`src/rtl/hex_display_scanner.sv`:
```
// Time-multiplexed N-digit seven-segment scanner with double-buffered value
// loading, leading-zero blanking and selectable output polarity.
module hex_display_scanner #(
  parameter int NUM_DIGITS  = 4,
  parameter int REFRESH_DIV = 50000,
  parameter int ACTIVE_LOW  = 1,
  parameter int LZ_BLANK    = 1
) (
  input  logic                    clk,
  input  logic                    reset,
  input  logic                    load,
  input  logic [4*NUM_DIGITS-1:0] value_in,
  input  logic [NUM_DIGITS-1:0]   dp_in,
  output logic [6:0]              seg,
  output logic                    dp,
  output logic [NUM_DIGITS-1:0]   an,
  output logic                    frame_done,
  output logic                    update_pending
);

  localparam int CNT_W = (REFRESH_DIV > 1) ? $clog2(REFRESH_DIV) : 1;
  localparam int IDX_W = (NUM_DIGITS > 1) ? $clog2(NUM_DIGITS) : 1;
  localparam logic [CNT_W-1:0] CNT_LAST = CNT_W'(REFRESH_DIV - 1);
  localparam logic [IDX_W-1:0] IDX_LAST = IDX_W'(NUM_DIGITS - 1);
  localparam logic INVERT = (ACTIVE_LOW != 0);

  logic [CNT_W-1:0]        cnt;
  logic [IDX_W-1:0]        idx;
  logic [4*NUM_DIGITS-1:0] pend_val;
  logic [4*NUM_DIGITS-1:0] act_val;
  logic [NUM_DIGITS-1:0]   pend_dp;
  logic [NUM_DIGITS-1:0]   act_dp;
  logic                    tick;
  logic                    frame_tick;
  logic [NUM_DIGITS-1:0]   lz;
  logic [NUM_DIGITS-1:0]   an_raw;
  logic [3:0]              cur_nib;
  logic                    cur_dp;
  logic                    cur_blank;
  logic [6:0]              seg_raw;

  assign tick       = (cnt == CNT_LAST);
  assign frame_tick = tick && (idx == IDX_LAST);

  function automatic logic [6:0] hex_to_seg(input logic [3:0] h);
    case (h)
      4'h0: hex_to_seg = 7'h3F;
      4'h1: hex_to_seg = 7'h06;
      4'h2: hex_to_seg = 7'h5B;
      4'h3: hex_to_seg = 7'h4F;
      4'h4: hex_to_seg = 7'h66;
      4'h5: hex_to_seg = 7'h6D;
      4'h6: hex_to_seg = 7'h7D;
      4'h7: hex_to_seg = 7'h07;
      4'h8: hex_to_seg = 7'h7F;
      4'h9: hex_to_seg = 7'h6F;
      4'hA: hex_to_seg = 7'h77;
      4'hB: hex_to_seg = 7'h7C;
      4'hC: hex_to_seg = 7'h39;
      4'hD: hex_to_seg = 7'h5E;
      4'hE: hex_to_seg = 7'h79;
      4'hF: hex_to_seg = 7'h71;
      default: hex_to_seg = 7'h00;
    endcase
  endfunction

  // lz[i]: every nibble and dp from position i up to the top digit is zero
  always_comb begin
    lz = '0;
    lz[NUM_DIGITS-1] = (act_val[4*NUM_DIGITS-1 -: 4] == 4'h0) && !act_dp[NUM_DIGITS-1];
    for (int i = NUM_DIGITS - 2; i >= 0; i--) begin
      lz[i] = lz[i+1] && (act_val[4*i +: 4] == 4'h0) && !act_dp[i];
    end
  end

  always_comb begin
    cur_nib   = 4'h0;
    cur_dp    = 1'b0;
    cur_blank = 1'b0;
    an_raw    = '0;
    for (int i = 0; i < NUM_DIGITS; i++) begin
      if (idx == IDX_W'(i)) begin
        cur_nib   = act_val[4*i +: 4];
        cur_dp    = act_dp[i];
        cur_blank = (LZ_BLANK != 0) && (i > 0) && lz[i];
        an_raw[i] = 1'b1;
      end
    end
    seg_raw = cur_blank ? 7'h00 : hex_to_seg(cur_nib);
  end

  always_ff @(posedge clk or posedge reset) begin
    if (reset) begin
      cnt            <= '0;
      idx            <= '0;
      pend_val       <= '0;
      pend_dp        <= '0;
      act_val        <= '0;
      act_dp         <= '0;
      update_pending <= 1'b0;
      frame_done     <= 1'b0;
      seg            <= {7{INVERT}};
      dp             <= INVERT;
      an             <= {NUM_DIGITS{INVERT}};
    end else begin
      cnt <= tick ? '0 : cnt + CNT_W'(1);
      if (tick) begin
        idx <= (idx == IDX_LAST) ? '0 : idx + IDX_W'(1);
      end
      frame_done <= frame_tick;

      // Swap only at a frame edge so a frame never mixes old and new digits
      if (frame_tick && update_pending) begin
        act_val <= pend_val;
        act_dp  <= pend_dp;
      end
      if (load) begin
        pend_val       <= value_in;
        pend_dp        <= dp_in;
        update_pending <= 1'b1;
      end else if (frame_tick) begin
        update_pending <= 1'b0;
      end

      seg <= seg_raw ^ {7{INVERT}};
      dp  <= cur_dp ^ INVERT;
      an  <= an_raw ^ {NUM_DIGITS{INVERT}};
    end
  end

endmodule
```
`config.mk`:
```
export PLATFORM = sky130hd
export DESIGN_NAME = hex_display_scanner
export DESIGN_NICKNAME = d
export VERILOG_FILES = /design/src/rtl/hex_display_scanner.sv
export SDC_FILE = /design/constraint.sdc
export NUM_CORES = 1
export LEC_CHECK = 0
export ABC_AREA = 1
export ABC_CLOCK_PERIOD_IN_PS = 2570
export CORE_AREA = 5 5 124 126
export CTS_BUF_LIST = sky130_fd_sc_hd__clkbuf_8
export CTS_CLUSTER_DIAMETER = 120
export DETAILED_ROUTE_END_ITERATION = 7
export DIE_AREA = 0 0 129 131
export GPL_TIMING_DRIVEN = 0
export PLACE_DENSITY_LB_ADDON = 0.15
export SYNTH_ARGS = -nofsm -noshare
export SYNTH_HDL_FRONTEND = slang
export SYNTH_SLANG_ARGS = --single-unit
```
`constraint.sdc`:
```
create_clock -name clk -period 2.57 [get_ports clk]
set_clock_uncertainty 0.05 [all_clocks]
set_input_delay 0.3855 -clock clk [delete_from_list [all_inputs] [get_ports clk]]
set_output_delay 0.3855 -clock clk [all_outputs]
set_load 0.05 [all_outputs]
```
# Yosys cells after proc, flatten, opt, wreduce, memory -nomap -nowiden
# Memories as Yosys holds them, arrays and structs flattened.
# Index checks and enable logic that the tools add are counted.
[classes]
n_addsub = 2
n_eq_ne = 4
n_mux = 20
bitwise = 3
n_reduce_logical = 15
[op_table]
columns = ["operator", "count"]
rows = [
  ["16-bit by 1-bit adder with 16-bit output (second input constant)", 1],
  ["16-bit equality test (second input constant)", 1],
  ["16-bit two-way mux", 1],
  ["4-bit two-way mux", 4],
  ["1-bit two-way mux", 13],
  ["4-bit zero test", 3],
  ["1-bit logical AND", 7],
  ["7-bit two-way mux", 1],
  ["7-bit inverter", 1],
  ["2-bit equality test (second input constant)", 2],
  ["4-bit inverter", 1],
  ["1-bit zero test", 3],
  ["2-bit by 1-bit adder with 2-bit output (second input constant)", 1],
  ["2-bit by 1-bit equality test with 1-bit output (second input constant)", 1],
  ["2-bit zero test", 1],
  ["2-bit two-way mux", 1],
  ["2-bit nonzero test", 1],
  ["1-bit inverter", 1],
]
[totals]
reg_bits = 72
rom_bits = 112
input_bits = 23
out_inout_bits = 14
elab_cells = 56
memories = 1
[memory_table]
columns = ["name", "depth", "word_bits", "rd", "rd_ports_with_merged_regs", "write_ports", "line", "rtl"]
rows = [
  ["(no name shown)", 16, 7, 1, 0, 0, "46", "case (h)"],
]

# Logic depth before layout (Yosys ltp)
# Gate-level depths: netlist of run 1.
[depth]
word_depth = 11
ltp_mapped = 13
mapped_depth_nobuf = 13

# Worst setup path before layout of run 1
# No wires, ideal clock.
[synth_timing]
path_type = "register to register"
from = "register idx[0]"
to = "register seg[3]"
setup_ns = 0.083
arrival_ns = 1.786
path_slack_ns = 0.650
path_stages_with_launch = 13
n_path_buf = 0
period_less_slack_ns = 1.920
cell_sequence = "dfrtp_1 > inv_1 > ha_1 > inv_2 > nor2_1 > nor2_1 > a21oi_2 > inv_1 > ha_1 > inv_1 > nand2_1 > nand3_1 > nand3_1"
[synth_between]
elab_chain_len = 8
elab_cells_between_ends = 14
[synth_rtl]
columns = ["item", "line", "rtl"]
rows = [
  ["from (decl)", "28", "logic [IDX_W-1:0] idx;"],
  ["from (signal assigned)", "108", "idx <= (idx == IDX_LAST) ? '0 : idx + IDX_W'(1);"],
  ["2-bit zero test", "82", "if (idx == IDX_W'(i)) begin"],
  ["4-bit two-way mux (4 in a row)", "82", ""],
  ["memory read 16 x 7 bit", "-", ""],
  ["7-bit two-way mux *", "89", "seg_raw = cur_blank ? 7'h00 : hex_to_seg(cur_nib);"],
  ["7-bit inverter (no line) *", "-", ""],
  ["to (signal assigned)", "102", "seg <= {7{INVERT}};"],
  ["to (signal assigned)", "125", "seg <= seg_raw ^ {7{INVERT}};"],
  ["to (decl)", "14", "output logic [6:0] seg,"],
]
# Mark *: on every way between the ends. The rest lies on a longest branch, timed or not.
# A chain may end at the register's enable or synchronous reset.

# Worst setup path after layout of run 1
[layout_timing]
from = "register idx[0]"
to = "register seg[1]"
# Same word-level chain as after synthesis.

==> results.md, run 1 <==
* Status: completed
* Vias in the first global route at 2803
* Slew @ Worst Pin at 0.522 ns
* Clock sinks at 72
* Crit-path most repeated cell: nand2_1
* CTS Hold Bufs at 0
* GPL Wtd Cong at 0.815
* Yosys top cell area share at 0.437
* Cell breakdown of the critical path: inv_1 > ha_1 > inv_2 > nor2_1 > nor2_1 > a21oi_2 > inv_1 > ha_1 > inv_1 > nand2_1 > nand2_1 > nand2_1 > nand2_1
* FP Rows at 44
* Crit start category: flip-flop
* Final setup fails at 0
* Synth cell types at 32
* Synth top area cells: dfrtp_1, nand2_1, dfstp_2
* Antenna viol nets, final at 0
* GRT met3 Usage at 0.0256
* Finished Core Util at 0.297
* Fillcell total at approximately 1.6k
* PortBufs at 36
* # DRC at 0
* Setup Buffers After CTS at 0
* Cts repair resizes at 0
* Post-synth EDFFs at 0
* Ys flop type: dfrtp_1
* M2 GR Usage at 0.159
* P&R area growth vs syn at 22.9%
* Slew Limit Fails at 0
* Peak Freq at 444 MHz
* Clock buffer depth at 2
* CTS buffer count at 9
* Latest clock arrival within the worst-skew pair at 0.35 ns
* Initial Util at 0.242
* Slew Limit Headroom at 0.652
* Initial antenna violation count at 0
* Layout cell share with drive strength beyond 1 at 0.120
* Largest net degree at the start of global routing at 55
* Wire per inst at between 10 and 15 um
* Final period util at 0.877
* Via/cell ratio at 4.12
* Crit path required time at 2.81 ns
* Layout Cells excl Fill at 642
* DP Wirelength at 5640 um
* Final WL at 7550 um
* Most frequent cells in the layout: nand2_1, inv_1, dfrtp_1
* TritonRoute pass-1 iters at 4
* Design Area, Final at 4220 um^2
* Die area at 16900 um^2
* GRT Max-Usage Layer: met2
* Reg2reg end: seg[1]$_DFF_PP1_
* Synthesis-stage register bit count at 72
* Post-Syn Area per Cell at 8.48 um^2
* Grt total ovfl at 0
* Ys async rst share at 1.00
* Most common cell after layout, fill and taps aside: nand2_1
* Final net count at 487
* Post-route setup TNS at 0 ns
* Min-delay worst type: input port to async pin
* Crit end category: flip-flop
* Slowest stage cell, crit path: dfrtp_1
* FF-to-FF path depth at 13
* Sequential element share of the synthesized area at 0.529
* Gr usage total at 0.0982
* RSZ-0062 raised after global routing: false
* Area after DPL at 4060 um^2
* Flip-flop and latch area at approximately 1800 um^2
* M1 GR Usage at 0.124
* Vias at 2643
* IO Pins at 37
* Leak at 2.07 nW
* Placed cells at 626
* Ant. Diodes at 0
* Synth Cell Area at 3430 um^2
* CP max FO at 7
* Slowest stage delay, CP at 0.42 ns
* Area of the multi-input gates at 1310 um^2
* Setup CP Type: flip-flop to flip-flop
* Clock transition at path regs at 0.08 ns
* Die X at between 100 and 150 um
* Max-Cap Viols at 0
* Final hold vios at 0
* Yosys warnings at 0
* Global-route wire length before repair at 13100 um
* Cell count after synthesis at 405
* Drt initial violations at 134
* Post-Synthesis Net Count at between 400 and 500
* Core ar. at between 10000 and 15000 um^2
* CTS tree: built
* Critical path arrival at between 2 and 3 ns
* Tmin final at 2.25 ns
* Pwr dens at 487 nW/um^2
* Area leader, netlist: dfrtp_1
* Max rail drop VDD at 0.257 mV
* Root buf cell: clkbuf_8
* CTS H-tree lvls at 3
* R2r setup slk at ~0.32 ns
* Die Ht at 131 um
* PnR Total Power at 2.06 mW
* Worst reg2reg startpoint: idx[0]$_DFFE_PP0N_
## registers in the layout, summed over array words and instances, names as in the netlist
signal	cells
act_val	16
cnt	16
pend_val	16
seg	7
act_dp	4
an	4
pend_dp	4
idx	2
dp	1
frame_done	1
update_pending	1
## power breakdown
group          switching [mW]  leakage, nW  internal (mW)
clock network           0.415       0.0982          0.363
registers             0.00630        0.907           1.16
logic                  0.0638         1.07         0.0478
total                   0.485         2.07           1.57
## metrics by stage
step | setup WS (ns) | hold WS, ns
6_report | 0.316 | 0.281
3_3_place_gp | -1.03 | 0.401
2_1_floorplan | 0.329 | 0.383
3_5_place_dp | 0.334 | 0.406
4_1_cts | 0.303 | 0.272
5_1_grt | 0.103 | 0.300
## synth_stat cells, drive strengths merged (2+ instances only)
library cell / instances
o21ai: 47
nor2: 25
inv: 66
nand4: 3
clkbuf: 4
o21bai: 3
o211ai: 2
buf: 6
nand2: 110
nand3: 27
nor3: 6
ha: 11
a21oi: 12
dfrtp: 60
xor2: 5
dfstp: 12
## worst max-delay path, delay by kind of cell (launching register included)
family	cells	cell delay, ns
and+or+nand+nor	6	0.42
buffers and inverters	4	0.45
DFF	1	0.42
AOI/OAI and AO/OA	1	0.25
adders and majority gates	2	0.61
## cells by family after synthesis
kind of cell / share of synthesized area
simple gates: 0.210
buf+inv: 0.0885
flops: 0.529
compound gates: 0.120
fa+ha+maj: 0.0401
xor+xnor: 0.0127
## worst max path at each step
stage	start	to	depth (start not counted)
global placement	reset	pend_val[14]$_DFFE_PP0P_	2
floorplan	reset	act_dp[0]$_DFFE_PP0P_	1
detailed placement	idx[0]$_DFFE_PP0N_	seg[3]$_DFF_PP1_	12
CTS	idx[0]$_DFFE_PP0N_	seg[3]$_DFF_PP1_	12
finish	idx[0]$_DFFE_PP0N_	seg[1]$_DFF_PP1_	13
global route	idx[0]$_DFFE_PP0N_	seg[1]$_DFF_PP1_	13
## per-layer routing
layer,vias up,part of all wire
li1,1366,-
met1,1232,0.49
met2,38,0.46
met3,7,0.033
met4,0,0.011
met5,-,0
## cell type report
cell class                      count  share of cell area
Buffer                             10              0.0127
Clock buffer                       10              0.0326
Clock inverter                      6             0.00652
Inverter                           66              0.0599
Multi-Input combinational cell    257               0.311
Sequential cell                    72               0.430
Tap cell                          184              0.0546
Timing Repair Buffer               37              0.0919
Note: power is estimated with default switching activity, not from simulation.
==> inputs of run 2 (changes only) <==
--- a/config.mk
+++ b/config.mk
@@ -7,6 +7,8 @@
 export LEC_CHECK = 0
 export ABC_AREA = 1
 export ABC_CLOCK_PERIOD_IN_PS = 2570
+export CELL_PAD_IN_SITES_DETAIL_PLACEMENT = 1
+export CELL_PAD_IN_SITES_GLOBAL_PLACEMENT = 2
 export CORE_AREA = 5 5 124 126
 export CTS_BUF_LIST = sky130_fd_sc_hd__clkbuf_8
 export CTS_CLUSTER_DIAMETER = 120
==> results.md, run 2 (same netlist as run 1, synthesis figures left out) <==
* Slowest stage delay, CP at 0.43 ns
* Layout Cells excl Fill at between 600 and 700
* Vias at 2718
* Peak Freq at between 400 and 500 MHz
* RSZ-0062 raised after global routing: false
* TritonRoute pass-1 iters at 6
* Pwr dens at 517 nW/um^2
* Tmin final at 2.22 ns
* Via/cell ratio at ~4.2
* Crit end category: flip-flop
* Final WL at around 8400 um
* CTS tree: built
* CTS buffer count at 9
* CP max FO at 7
* Worst Path Buf+Inv at 4
* Setup Buffers After CTS at 0
* P&R area growth vs syn at 23.7%
* Final hold vios at 0
* DP Wirelength at 6390 um
* Cell breakdown of the critical path: inv_1 > ha_2 > inv_2 > nor2_1 > nor2_1 > a21oi_2 > inv_1 > ha_1 > inv_1 > nand2_1 > nand3_1 > nand3_1
* Hold_ws at 0.335 ns
* Top delay family on crit path: adder cells
* FP Rows at 44
* Largest net degree at the start of global routing at 41
* Slowest stage cell, crit path: dfrtp_1
* Placed cells at 626
* Initial antenna violation count at 0
* Clock buffer depth at 2
* Core ar. at 14200 um^2
* GPL Wtd Cong at roughly 0.77
* IO Pins at 37
* Slew Limit Fails at 0
* Gr usage total at 0.112
* Crit start category: flip-flop
* Final net count at between 400 and 500
* Global-route wire length before repair at 14600 um
* Grt total ovfl at 0
* Die Ht at between 100 and 150 um
* Critical path arrival at between 2 and 2.5 ns
* Area of the multi-input gates at 1320 um^2
* Post-route setup TNS at 0 ns
* Crit-path most repeated cell: inv_1
* Drt initial violations at 70
* Clock transition at path regs at 0.07 ns
* Initial Util at 0.242
* CTS H-tree lvls at 3
* Layout cell share with drive strength beyond 1 at 0.122
* Clock sinks at 72
* Antenna viol nets, final at 0
* Most frequent cells in the layout: nand2_1, inv_1, dfrtp_1
* Crit path required time at 2.81 ns
* Max-Cap Viols at 0
* Wire per inst at approximately 13 um
* Final period util at 0.863
* Vias in the first global route at 2913
* Status: completed
* Die X at 129 um
* Max rail drop VDD at 0.203 mV
* Setup CP Type: flip-flop to flip-flop
* Leak at around 2.1 nW
* Slew @ Worst Pin at 0.551 ns
* Top Registers: act_val (16), cnt (16), pend_val (16)
* Most common cell after layout, fill and taps aside: nand2_1
* # DRC at 0
* PortBufs at 36
* Final setup fails at 0
* Slew Limit Headroom at 0.633
* Min-delay worst type: input port to async pin
* Flip-flop and latch area at 1820 um^2
* Fillcell total at 1686
* Ant. Diodes at 0
* Die area at around 17000 um^2
* Latest clock arrival within the worst-skew pair at 0.36 ns
* Root buf cell: clkbuf_8
run 2: cell types whose count changed in the layout (fill, tap and decap cells not counted):
| cell | delta |
|---|---|
| clkinv_2 | -2 |
| buf_12 | +1 |
| buf_16 | -1 |
| bufinv_16 | +1 |
| clkbuf_8 | +1 |
| ha_1 | -1 |
| ha_2 | +1 |
run 2: metrics by stage:
stage | instance area [um^2] | utilization | worst slack [ns] | power, mW
finish | 4250 | 0.299 | 0.353 | 2.20
global route | 4250 | 0.299 | 0.0808 | 2.32
CTS | 4250 | 0.299 | 0.231 | 2.25
detailed placement | 4050 | 0.285 | 0.258 | 1.31
global placement | 4030 | 0.283 | -1.08 | 1.30
floorplan | 3430 | - | 0.329 | 1.24
run 2: worst paths after layout:
check | start | end | slack [ns] | depth (start not counted)
worst max-delay path | idx[0]$_DFFE_PP0N_ | seg[3]$_DFF_PP1_ | 0.35 | 12
worst min-delay path | reset | frame_done$_DFF_PP0_ | 0.33 | 2
worst max register to register | idx[0]$_DFFE_PP0N_ | seg[3]$_DFF_PP1_ | 0.35 | 12
worst min register to register | cnt[0]$_DFF_PP0_ | cnt[0]$_DFF_PP0_ | 0.41 | 1
max in group asynchronous | reset | seg[1]$_DFF_PP1_ | 1.51 | 3
min in group clk | cnt[0]$_DFF_PP0_ | cnt[0]$_DFF_PP0_ | 0.41 | 1
run 2: timing repair:
item / CTS / global route
setup endpoints to repair: 0 / 1
gates resized for setup: 0 / 1
hold buffers: 0 / 0
run 2: cell type report:
class                      count  area share
buffer                        10      0.0127
clock buffer                  11      0.0356
clock inverter                 5      0.0112
inverter                      66      0.0595
multi-input combinational    257       0.310
sequential                    72       0.428
tap                          184      0.0542
timing repair buffer          37      0.0895
run 2: power breakdown:
part	switching [mW]	internal [mW]	leakage [nW]
Combinational	0.0639	0.0466	1.06
Sequential	0.00638	1.16	0.907
Clock	0.427	0.491	0.112
run 2: metal layers:
layer / GRT usage / routed length (um) / up-vias
li1: - / - / 1368
met1: 0.140 / 4120 / 1308
met2: 0.181 / 3870 / 30
met3: 0.0333 / 276 / 12
met4: 0.0445 / 153 / 0
met5: 0 / 0 / -
==> inputs of run 3 (changes only) <==
--- a/config.mk
+++ b/config.mk
@@ -14,8 +14,9 @@
 export CTS_CLUSTER_DIAMETER = 120
 export DETAILED_ROUTE_END_ITERATION = 7
 export DIE_AREA = 0 0 129 131
-export GPL_TIMING_DRIVEN = 0
+export GPL_TIMING_DRIVEN = 1
 export PLACE_DENSITY_LB_ADDON = 0.15
+export SLEW_MARGIN = 20
 export SYNTH_ARGS = -nofsm -noshare
 export SYNTH_HDL_FRONTEND = slang
 export SYNTH_SLANG_ARGS = --single-unit
==> constraint.sdc (replaced) <==
create_clock -name clk -period 2.57 [get_ports clk]
set_clock_uncertainty 0.05 [all_clocks]
set_input_delay 0.771 -clock clk [delete_from_list [all_inputs] [get_ports clk]]
set_output_delay 0.771 -clock clk [all_outputs]
set_load 0.05 [all_outputs]
==> results.md, run 3 (same netlist as run 1, synthesis figures left out) <==
* Post-route setup TNS at 0 ns
* FF-to-FF path depth at 12
* Clock transition at path regs at 0.08 ns
* Gr usage total at 0.108
* Clock buffer depth at 2
* FP Rows at 44
* Root buf cell: clkbuf_8
* Crit end category: output port
* RSZ-0062 raised after global routing: false
* CTS buffer count at 9
* Status: completed
* Most common cell after layout, fill and taps aside: nand2_1
* Slowest stage cell, crit path: clkdlybuf4s50_1
* Via/cell ratio at 4.20
* CP max FO at 1
* Hold_ws at 0.421 ns
* Vias at roughly 2.7k
* DP Wirelength at 5960 um
* Largest net degree at the start of global routing at 73
* TritonRoute pass-1 iters at 4
* Min-delay worst type: flip-flop to flip-flop
* Leak at between 2 and 2.5 nW
* Setup CP Type: flip-flop to output port
* Crit path required time at 1.75 ns
* Peak Freq at between 300 and 400 MHz
* Critical path arrival at 1.68 ns
* Layout Cells excl Fill at 635
* Die Ht at 131 um
* PortBufs at 36
* Grt total ovfl at 0
* P&R area growth vs syn at 23.2%
* CTS Hold Bufs at 0
* Slew Limit Headroom at 0.662
* CP Capture Point: dp
* Cell breakdown of the critical path: clkdlybuf4s50_1
* CP Launch Point: dp$_DFF_PP1_
* Slowest stage delay, CP at 0.80 ns
* Pwr dens at 531 nW/um^2
* CTS tree: built
* Slew @ Worst Pin at approximately 0.51 ns
* Initial antenna violation count at 0
* Tmin final at 2.50 ns
* Worst Path Buf+Inv at 1
* IO Pins at 37
* Hold Path Depth at 1
* Final hold vios at 0
* Worst reg2reg startpoint: idx[0]$_DFFE_PP0N_
* Final setup fails at 0
* Max-Cap Viols at 0
* R2r setup slk at between 0.3 and 0.4 ns
* Drt initial violations at 117
* Latest clock arrival within the worst-skew pair at 0.36 ns
* Vias in the first global route at 2846
* # DRC at 0
* Max rail drop VDD at approximately 0.23 mV
* Final net count at 480
* Clock sinks at 72
* Initial Util at 0.242
* Slew Limit Fails at 0
* Core ar. at roughly 14000 um^2
* Placed cells at 619
* Levels on crit path at 1
* Antenna viol nets, final at 0
* Final WL at 8090 um
* Top Registers: act_val (16), cnt (16), pend_val (16)
* Crit start category: flip-flop
* Finished Core Util at 0.298
* Final period util at 0.974
* Fillcell total at around 1.7k
* CTS H-tree lvls at 3
* Wire per inst at 12.7 um
* Layout cell share with drive strength beyond 1 at 0.120
* Global-route wire length before repair at 14100 um
* Die X at 129 um
* Ant. Diodes at 0
* Top delay family on crit path: buffers and inverters
* GPL Wtd Cong at approximately 0.77
* Most frequent cells in the layout: nand2_1, inv_1, dfrtp_1
* Die area at 16900 um^2
* Reg2reg end: seg[3]$_DFF_PP1_
run 3: worst min-delay path by stage:
stage	startpoint	endpoint	slack [ns]
detailed placement	cnt[0]$_DFF_PP0_	cnt[0]$_DFF_PP0_	0.42
CTS	cnt[0]$_DFF_PP0_	cnt[0]$_DFF_PP0_	0.43
global route	cnt[0]$_DFF_PP0_	cnt[0]$_DFF_PP0_	0.45
floorplan	cnt[0]$_DFF_PP0_	cnt[0]$_DFF_PP0_	0.38
global placement	cnt[0]$_DFF_PP0_	cnt[0]$_DFF_PP0_	0.41
finish	cnt[0]$_DFF_PP0_	cnt[0]$_DFF_PP0_	0.42
run 3: metrics by stage:
stage | setup slack (ns) | area (um^2) | power, mW
6_report | 0.0655 | 4230 | 2.25
5_1_grt | 0.0170 | 4230 | 2.37
4_1_cts | 0.0273 | 4230 | 2.31
3_5_place_dp | 0.330 | 4020 | 1.30
3_3_place_gp | 0.418 | 4020 | 1.30
2_1_floorplan | 0.650 | 3440 | 1.24
run 3: report_power, final:
| part | total [mW] | internal, mW | leakage, nW | switching, mW |
|---|---|---|---|---|
| Sequential | 1.17 | 1.16 | 0.907 | 0.00662 |
| Clock | 0.974 | 0.528 | 0.109 | 0.447 |
| Combinational | 0.106 | 0.0463 | 1.04 | 0.0601 |
| Total | 2.25 | 1.73 | 2.06 | 0.513 |
run 3: layer usage:
layer	up-vias	track usage	part of all wire
li1	1351	-	-
met1	1270	0.134	0.47
met2	33	0.173	0.47
met4	0	0.0494	0.021
met3	14	0.0325	0.034
met5	-	0	0
run 3: layout make-up:
type | count | area, um^2 | share of cell area
timing repair buffer | 40 | 400 | 0.0946
inverter | 66 | 254 | 0.0600
clock buffer | 12 | 165 | 0.0390
clock inverter | 4 | 51.3 | 0.0121
multi-input combinational | 257 | 1310 | 0.310
tap | 184 | 230 | 0.0544
sequential | 72 | 1820 | 0.429
run 3: repair_timing:
action                                  in CTS  in global routing
endpoints found under the setup margin       2                  0
setup buffers                                0                  0
gates resized for setup                      2                  0
